## src/rtl/gravity_pkg.sv

```systemverilog
// Shared types and stand-height helpers for the gravity controller.
// Heights are returned as plain ints; callers size them to their height width.
package gravity_pkg;

    typedef enum logic [1:0] {
        GROUNDED = 2'd0,
        AIRBORNE = 2'd1,
        DEAD     = 2'd2
    } state_e;

    function automatic int stand_dn(int k, int offset, int spacing);
        return offset + k * spacing;
    endfunction

    function automatic int stand_up(int k, int offset, int spacing);
        return offset + k * spacing;
    endfunction

endpackage

```

## src/rtl/gravity_controller_if.sv

```systemverilog
// Frame-tick/button inputs and player-state outputs of the gravity controller.
// The game side drives through master; the controller sits on slave.
interface gravity_controller_if #(
    parameter int LINE_COUNT = 3,
    parameter int H_W        = 9
);
    localparam int LW = (LINE_COUNT > 1) ? $clog2(LINE_COUNT) : 1;

    logic                  tick;
    logic                  switch;
    logic                  is_dead;
    logic [LINE_COUNT-1:0] lines;
    logic                  dir;
    logic [H_W-1:0]        height;
    logic                  grounded;
    logic [LW-1:0]         line_idx;
    logic                  flip;
    logic                  fell_out;

    modport master (
        output tick, switch, is_dead, lines,
        input  dir, height, grounded, line_idx, flip, fell_out
    );

    modport slave (
        input  tick, switch, is_dead, lines,
        output dir, height, grounded, line_idx, flip, fell_out
    );

endinterface

```

## src/rtl/gravity_controller_landing.sv

```systemverilog
// Picks the line crossed by one fall step: nearest below when rising in height,
// nearest above when dropping. Purely combinational.
module line_landing_finder
    import gravity_pkg::*;
#(
    parameter int LINE_COUNT = 3,
    parameter int H_W        = 9,
    parameter int SPACING    = 120,
    parameter int DN_OFFSET  = 120,
    parameter int UP_OFFSET  = 60,
    localparam int LW = (LINE_COUNT > 1) ? $clog2(LINE_COUNT) : 1
) (
    input  logic [H_W-1:0]        height_i,
    input  logic [H_W:0]          nxt_i,
    input  logic                  uflow_i,
    input  logic                  dir_i,
    input  logic [LINE_COUNT-1:0] lines_i,
    output logic                  hit_o,
    output logic [LW-1:0]         idx_o
);

    logic [LINE_COUNT-1:0] dn_ok;
    logic [LINE_COUNT-1:0] up_ok;
    logic [H_W:0]          h_ext;

    assign h_ext = {1'b0, height_i};

    for (genvar k = 0; k < LINE_COUNT; k++) begin : g_line
        localparam logic [H_W:0] DN =
            (H_W+1)'(stand_dn(k, DN_OFFSET, SPACING));
        localparam logic [H_W:0] UP =
            (H_W+1)'(stand_up(k, UP_OFFSET, SPACING));

        assign dn_ok[k] = lines_i[k] && (h_ext < DN) && (DN <= nxt_i);
        // A borrowed step lies below every line, so only the upper bound matters
        assign up_ok[k] = lines_i[k] && (uflow_i || (nxt_i <= UP))
                          && (UP < h_ext);
    end

    always_comb begin
        hit_o = 1'b0;
        idx_o = '0;
        if (!dir_i) begin
            for (int k = LINE_COUNT - 1; k >= 0; k--) begin
                if (dn_ok[k]) begin
                    hit_o = 1'b1;
                    idx_o = LW'(k);
                end
            end
        end else begin
            for (int k = 0; k < LINE_COUNT; k++) begin
                if (up_ok[k]) begin
                    hit_o = 1'b1;
                    idx_o = LW'(k);
                end
            end
        end
    end

endmodule

```

## src/rtl/gravity_controller.sv

```systemverilog
// Player gravity direction and height: flip requests with cooldown,
// per-tick fall integration, landing on enabled lines, out-of-bounds death.
module gravity_controller
    import gravity_pkg::*;
#(
    parameter int LINE_COUNT = 3,
    parameter int H_W        = 9,
    parameter int SPACING    = 120,
    parameter int DN_OFFSET  = 120,
    parameter int UP_OFFSET  = 60,
    parameter int FALL_STEP  = 4,
    parameter int COOLDOWN   = 8,
    parameter int H_MIN      = 0,
    parameter int H_MAX      = 479,
    parameter int START_LINE = 0
) (
    input  logic                 clk,
    input  logic                 reset,
    gravity_controller_if.slave  bus
);

    localparam int LW = (LINE_COUNT > 1) ? $clog2(LINE_COUNT) : 1;
    localparam int CW = (COOLDOWN > 0) ? $clog2(COOLDOWN + 1) : 1;

    localparam logic [H_W-1:0] H_START =
        H_W'(stand_dn(START_LINE, DN_OFFSET, SPACING));
    localparam logic [H_W:0] STEP = (H_W+1)'(FALL_STEP);

    state_e         state_q;
    logic           dir_q;
    logic [H_W-1:0] h_q;
    logic [LW-1:0]  idx_q;
    logic [CW-1:0]  cd_q;
    logic           sw_q;
    logic           flip_q;
    logic           fell_q;

    logic [H_W:0]   nxt;
    logic           uflow;
    logic           hit;
    logic [LW-1:0]  hit_idx;
    logic           flip_ok;
    logic [H_W-1:0] land_h;

    always_comb begin
        nxt     = dir_q ? ({1'b0, h_q} - STEP) : ({1'b0, h_q} + STEP);
        uflow   = dir_q && ({1'b0, h_q} < STEP);
        flip_ok = bus.switch && !sw_q && (state_q == GROUNDED)
                  && (cd_q == '0) && !bus.is_dead;
        land_h  = dir_q ? H_W'(stand_up(int'(hit_idx), UP_OFFSET, SPACING))
                        : H_W'(stand_dn(int'(hit_idx), DN_OFFSET, SPACING));
    end

    line_landing_finder #(
        .LINE_COUNT (LINE_COUNT),
        .H_W        (H_W),
        .SPACING    (SPACING),
        .DN_OFFSET  (DN_OFFSET),
        .UP_OFFSET  (UP_OFFSET)
    ) u_finder (
        .height_i (h_q),
        .nxt_i    (nxt),
        .uflow_i  (uflow),
        .dir_i    (dir_q),
        .lines_i  (bus.lines),
        .hit_o    (hit),
        .idx_o    (hit_idx)
    );

    always_ff @(posedge clk) begin
        if (!reset) begin
            state_q <= GROUNDED;
            dir_q   <= 1'b0;
            h_q     <= H_START;
            idx_q   <= LW'(START_LINE);
            cd_q    <= '0;
            sw_q    <= 1'b0;
            flip_q  <= 1'b0;
            fell_q  <= 1'b0;
        end else begin
            sw_q   <= bus.switch;
            flip_q <= 1'b0;
            fell_q <= 1'b0;
            if (!bus.is_dead) begin
                // An accepted flip swallows a coincident tick entirely
                if (flip_ok) begin
                    dir_q   <= ~dir_q;
                    state_q <= AIRBORNE;
                    cd_q    <= CW'(COOLDOWN);
                    flip_q  <= 1'b1;
                end else if (bus.tick) begin
                    if (cd_q != '0) cd_q <= cd_q - 1'b1;
                    unique case (state_q)
                        GROUNDED: begin
                            if (!bus.lines[idx_q]) state_q <= AIRBORNE;
                        end
                        AIRBORNE: begin
                            if (hit) begin
                                h_q     <= land_h;
                                idx_q   <= hit_idx;
                                state_q <= GROUNDED;
                            end else if (!dir_q
                                         && nxt >= (H_W+1)'(H_MAX)) begin
                                h_q     <= H_W'(H_MAX);
                                state_q <= DEAD;
                                fell_q  <= 1'b1;
                            end else if (dir_q && (uflow
                                         || nxt <= (H_W+1)'(H_MIN))) begin
                                h_q     <= H_W'(H_MIN);
                                state_q <= DEAD;
                                fell_q  <= 1'b1;
                            end else begin
                                h_q <= nxt[H_W-1:0];
                            end
                        end
                        default: ;
                    endcase
                end
            end
        end
    end

    assign bus.dir      = dir_q;
    assign bus.height   = h_q;
    assign bus.grounded = (state_q == GROUNDED);
    assign bus.line_idx = idx_q;
    assign bus.flip     = flip_q;
    assign bus.fell_out = fell_q;

endmodule

```

## src/flat_wrapper.sv

```systemverilog
// flat-port wrapper written by rule: the top's interface ports become plain ports
module gravity_controller_flat import gravity_pkg::*;
#(
    parameter int LINE_COUNT = 3,
    parameter int H_W        = 9,
    parameter int SPACING    = 120,
    parameter int DN_OFFSET  = 120,
    parameter int UP_OFFSET  = 60,
    parameter int FALL_STEP  = 4,
    parameter int COOLDOWN   = 8,
    parameter int H_MIN      = 0,
    parameter int H_MAX      = 479,
    parameter int START_LINE = 0
)
  (clk, reset, bus_tick, bus_switch, bus_is_dead, bus_lines, bus_dir, bus_height, bus_grounded, bus_line_idx, bus_flip, bus_fell_out);
  gravity_controller_if #(.LINE_COUNT(LINE_COUNT), .H_W(H_W)) bus_i ();
  input  logic clk;
  input  logic reset;
  input wire logic [$bits(bus_i.tick)-1:0] bus_tick;
  input wire logic [$bits(bus_i.switch)-1:0] bus_switch;
  input wire logic [$bits(bus_i.is_dead)-1:0] bus_is_dead;
  input wire logic [$bits(bus_i.lines)-1:0] bus_lines;
  output wire logic [$bits(bus_i.dir)-1:0] bus_dir;
  output wire logic [$bits(bus_i.height)-1:0] bus_height;
  output wire logic [$bits(bus_i.grounded)-1:0] bus_grounded;
  output wire logic [$bits(bus_i.line_idx)-1:0] bus_line_idx;
  output wire logic [$bits(bus_i.flip)-1:0] bus_flip;
  output wire logic [$bits(bus_i.fell_out)-1:0] bus_fell_out;
  assign bus_i.tick = bus_tick;
  assign bus_i.switch = bus_switch;
  assign bus_i.is_dead = bus_is_dead;
  assign bus_i.lines = bus_lines;
  assign bus_dir = bus_i.dir;
  assign bus_height = bus_i.height;
  assign bus_grounded = bus_i.grounded;
  assign bus_line_idx = bus_i.line_idx;
  assign bus_flip = bus_i.flip;
  assign bus_fell_out = bus_i.fell_out;
  gravity_controller #(.LINE_COUNT(LINE_COUNT), .H_W(H_W), .SPACING(SPACING), .DN_OFFSET(DN_OFFSET), .UP_OFFSET(UP_OFFSET), .FALL_STEP(FALL_STEP), .COOLDOWN(COOLDOWN), .H_MIN(H_MIN), .H_MAX(H_MAX), .START_LINE(START_LINE)) u_core (.clk(clk), .reset(reset), .bus(bus_i));
endmodule
```

## config.mk

```make
export PLATFORM = sky130hd
export DESIGN_NAME = gravity_controller_flat
export DESIGN_NICKNAME = d
export VERILOG_FILES = /design/src/rtl/gravity_pkg.sv /design/src/rtl/gravity_controller_if.sv /design/src/rtl/gravity_controller_landing.sv /design/src/rtl/gravity_controller.sv /design/src/flat_wrapper.sv
export SDC_FILE = /design/constraint.sdc
export NUM_CORES = 1
export LEC_CHECK = 0
export BUFFER_PORTS_ARGS = -buffer_cell sky130_fd_sc_hd__buf_2
export CAP_MARGIN = 20
export CORE_ASPECT_RATIO = 2
export CORE_UTILIZATION = 53
export DETAILED_ROUTE_END_ITERATION = 12
export GPL_TIMING_DRIVEN = 1
export PLACE_DENSITY = 0.77
export SLEW_MARGIN = 10
export SYNTH_ARGS = -nofsm -noshare
export SYNTH_HDL_FRONTEND = slang
export SYNTH_SLANG_ARGS = --single-unit
```

## constraint.sdc

```tcl
create_clock -name clk -period 3.85 [get_ports clk]
set_input_delay 0.385 -clock clk [delete_from_list [all_inputs] [get_ports clk]]
set_output_delay 0.385 -clock clk [all_outputs]
set_load 0.05 [all_outputs]
```

==> metrics.yaml <==
status:
  outcome: "complete, but fails checks"
  violations: "DRC"
timing:
  relSlewSlack_pct: 55.85
  finalHoldViolations: 0
  setup_tns_ps: 0
  hold_ws_ps: 320.5
  setup_violations: 0
  grt_setup_unrepaired: "no"
  drv_slew: 0
  fmax_mhz: 274.3
  finalClockSkew_ps: 8.463
  tightest_slew_ps: 653.1
  setup_ws_ps: 203.7
  finalWorstPathRequiredPeriod_ps: 3646
  period_share_pct: 94.71
critical_path:
  cp.arrival_ps: 3860
  crit_slowest_cell: "xor2_1"
  reg2reg_to: "u_core.bus.height[7]"
  r2r_start: "u_core.bus.height[2]"
  crit_buf_inv: 4
  worst_setup_path_end_kind: "register"
  worstSetupPathType: "register to register"
  cp.required_ps: 4060
  crit_family: "compound AO/OA/AOI/OAI gates"
  crit_chain: "buf_4 -> ha_1 -> mux2i_2 -> xor2_1 -> nand3_1 -> o22ai_1 -> o31ai_2 -> buf_4 -> a2bb2oi_2 -> and2_1 -> inv_1 -> ha_1 -> ha_1 -> inv_1 -> nand2_1 -> mux2_1 -> o211ai_1 -> a32o_1"
  r2r_setup_slack_ps: 200
  critPathMaxStageDelay_ps: 490
  critPathMaxFanout: 10
  worst_setup_path_start_kind: "register"
  crit_top_cell: "ha_1"
  reg2reg_depth: 18
finish:
  syn_to_final_growth_pct: 12.73
  nets: 260
  antenna-diode-count: 0
  fillers: 295
  instances_no_fill: 275
  final_area_um2: 2061
  drive_above_1_share_pct: 25.82
  fin_util_pct: 63.81
grt:
  grt_pass1_vias: 1726
  grt_use_met3_pct: 2.340
  grt-busiest-layer: "met2"
  met1_usage_pct: 30.78
  grt_max_degree: 22
  grt_pass1_wl_um: 8142
  track_usage_pct: 29.41
  overflow: 0
  grtUsageMet2_pct: 52.34
  antenna_found_initial: 0
floorplanning:
  core_area_um2: 3229
  io_pins: 23
  fp.dieArea_um2: 3702
  die_w_um: 43.53
  die_h_um: 85.06
  start_util_pct: 56.61
  rows: 29
synth:
  syn_area_um2: 1828
  ys_seq_elements: 20
  ys_types: 72
  yosysWarnings: 0
  synth_nets: 237
  synth.top_cell.area_share_pct: 21.90
  synth_edf_count: 0
  seq_area_frac_synth_pct: 21.90
  ys_top_cells_by_area: "dfxtp_1 (22%), ha_1 (4.1%), xnor2_1 (3.4%)"
  synth_top_area_cell: "dfxtp_1"
  async_flop_share_pct: 0
  synthFlopType: "dfxtp_1"
  synth_area_per_cell_um2: 8.234
  synth_cells: 222
power_and_ir_drop:
  p_comb_share_pct: 40.6
  power.share.clock_pct: 26.9
  seqPwrFrac_pct: 32.5
  power_mw: 0.8022
  p_int_mw: 0.4991
  p_leak_nw: 0.8317
  power_density_nw_per_um2: 389.3
  peakVddDrop_mv: 0.3139
  p_switching_mw: 0.3031
  sw_frac_of_total_pct: 37.79
clock_tree:
  clock_latency_ps: 270
  cts_tree: "yes"
  clk_path_buf_depth: 2
  cts_buffers: 3
  cts.sinks: 20
  hold_buffers: 0
  cts_max_level: 1
  clk_pin_slew_ps: 80
  cts-root-buf: "clkbuf_8"
placed_design:
  place_area_um2: 1951
  pre_cts_ws_ps: 151.4
  gp_congestion: 0.9528
  dp.cells: 267
  hpwl_um: 3961
  io_buffers: 22
route:
  wirelength_um: 5031
  initialDrtViolationCount: 67
  ant_nets: 0
  vias_per_cell: 6.444
  drc: 6
  first_pass_iters: 8
  wire_per_inst_um: 18.29
  vias: 1772
run:
  cap_viol_max_count: 0
min_path:
  min_from: "bus_switch"
  hold_path_class: "primary input to register"
  worstHoldPathCells: 2
  hold_end: "u_core.sw_q"
==> cells in the mapped netlist, types with 5 or more instances <==
| library cell | count |
|---|---|
| nor2_1 | 16 |
| o21ai_0 | 7 |
| o21a_1 | 6 |
| a21oi_1 | 6 |
| nand3_1 | 8 |
| o21ai_1 | 7 |
| a21boi_0 | 5 |
| xnor2_1 | 7 |
| nand2_1 | 15 |
| inv_1 | 10 |
| ha_1 | 6 |
| dfxtp_1 | 20 |
| clkbuf_1 | 7 |
| nand2b_1 | 5 |
| and2_1 | 7 |
==> layer usage <==
layer	up-vias	part of all wire, %
met5	-	0
met2	64	56
met4	0	5.5
met3	24	3.8
li1	858	-
met1	826	35
==> how the worst max path moves through the flow <==
stage | startpoint | endpoint | cells after the start | slack, ps
detailed placement | u_core.bus.height[2] | u_core.bus.height[7] | 18 | 150
global placement | u_core.bus.height[2] | u_core.bus.height[7] | 18 | 250
CTS | u_core.bus.height[2] | u_core.bus.height[7] | 18 | 120
finish | u_core.bus.height[2] | u_core.bus.height[7] | 18 | 200
floorplan | u_core.bus.height[3] | u_core.bus.height[7] | 19 | 60
global route | u_core.bus.height[2] | u_core.bus.height[7] | 18 | 40
==> power by group through the flow <==
stage	clock network, mW	registers [mW]	logic (mW)
global route	0.226	0.266	0.361
detailed placement	0	0.267	0.318
CTS	0.217	0.262	0.320
finish	0.216	0.261	0.326
floorplan	0	0.275	0.247
global placement	0	0.266	0.309
==> cell type report <==
| type | count | area (um^2) | share of cell area (%) |
|---|---|---|---|
| repair buffers | 34 | 200.2 | 9.715 |
| flip-flops and latches | 20 | 405.4 | 19.67 |
| well taps | 31 | 38.79 | 1.882 |
| clock buffers | 3 | 41.29 | 2.004 |
| multi-input cells | 176 | 1308 | 63.45 |
| clock inverters | 1 | 30.03 | 1.457 |
| inverters | 10 | 37.54 | 1.821 |
==> timing repair <==
item | 4_1_cts | 5_1_grt
setup buffers | 0 | 4
setup endpoints to repair | 0 | 1
gates resized for setup | 0 | 2
hold endpoints to repair | 0 | 0
==> cells in the final DEF, fill, tap and decap left out, types with 6 or more instances in the layout <==
| cell type | instances |
|---|---|
| buf_2 | 22 |
| dfxtp_1 | 18 |
| nor2_1 | 16 |
| nand2_1 | 15 |
| buf_4 | 12 |
| inv_1 | 10 |
| nand3_1 | 8 |
| and2_1 | 7 |
| o21ai_1 | 7 |
| o21ai_0 | 7 |
| xnor2_1 | 7 |
| a21oi_1 | 6 |
| o21a_1 | 6 |
==> sequential cells by signal (all words and copies together) (netlist names) <==
name / count
u_core.cd_q: 4
u_core.bus.fell_out: 1
u_core.sw_q: 1
u_core.bus.flip: 1
u_core.bus.dir: 1
u_core.bus.height: 8
u_core.state_q: 2
u_core.bus.line_idx: 2
==> worst register-to-register path, cell delays in order, from the launching register on <==
cell and delay [ps]:
dfxtp_4 380, buf_4 160, ha_1 220, mux2i_2 210
xor2_1 490, nand3_1 160, o22ai_1 190, o31ai_2 100
buf_4 150, a2bb2oi_2 190, and2_1 200, inv_1 60
ha_1 270, ha_1 200, inv_1 80, nand2_1 50
mux2_1 270, o211ai_1 80, a32o_1 130
==> cell families after synthesis <==
group | synth area share, %
compound gates | 31.69
xor+xnor | 5.270
fa+ha+maj | 5.202
buf+inv | 7.050
flops | 21.90
mux | 1.916
simple gates | 26.97
Power figures use the tool's default switching activity.
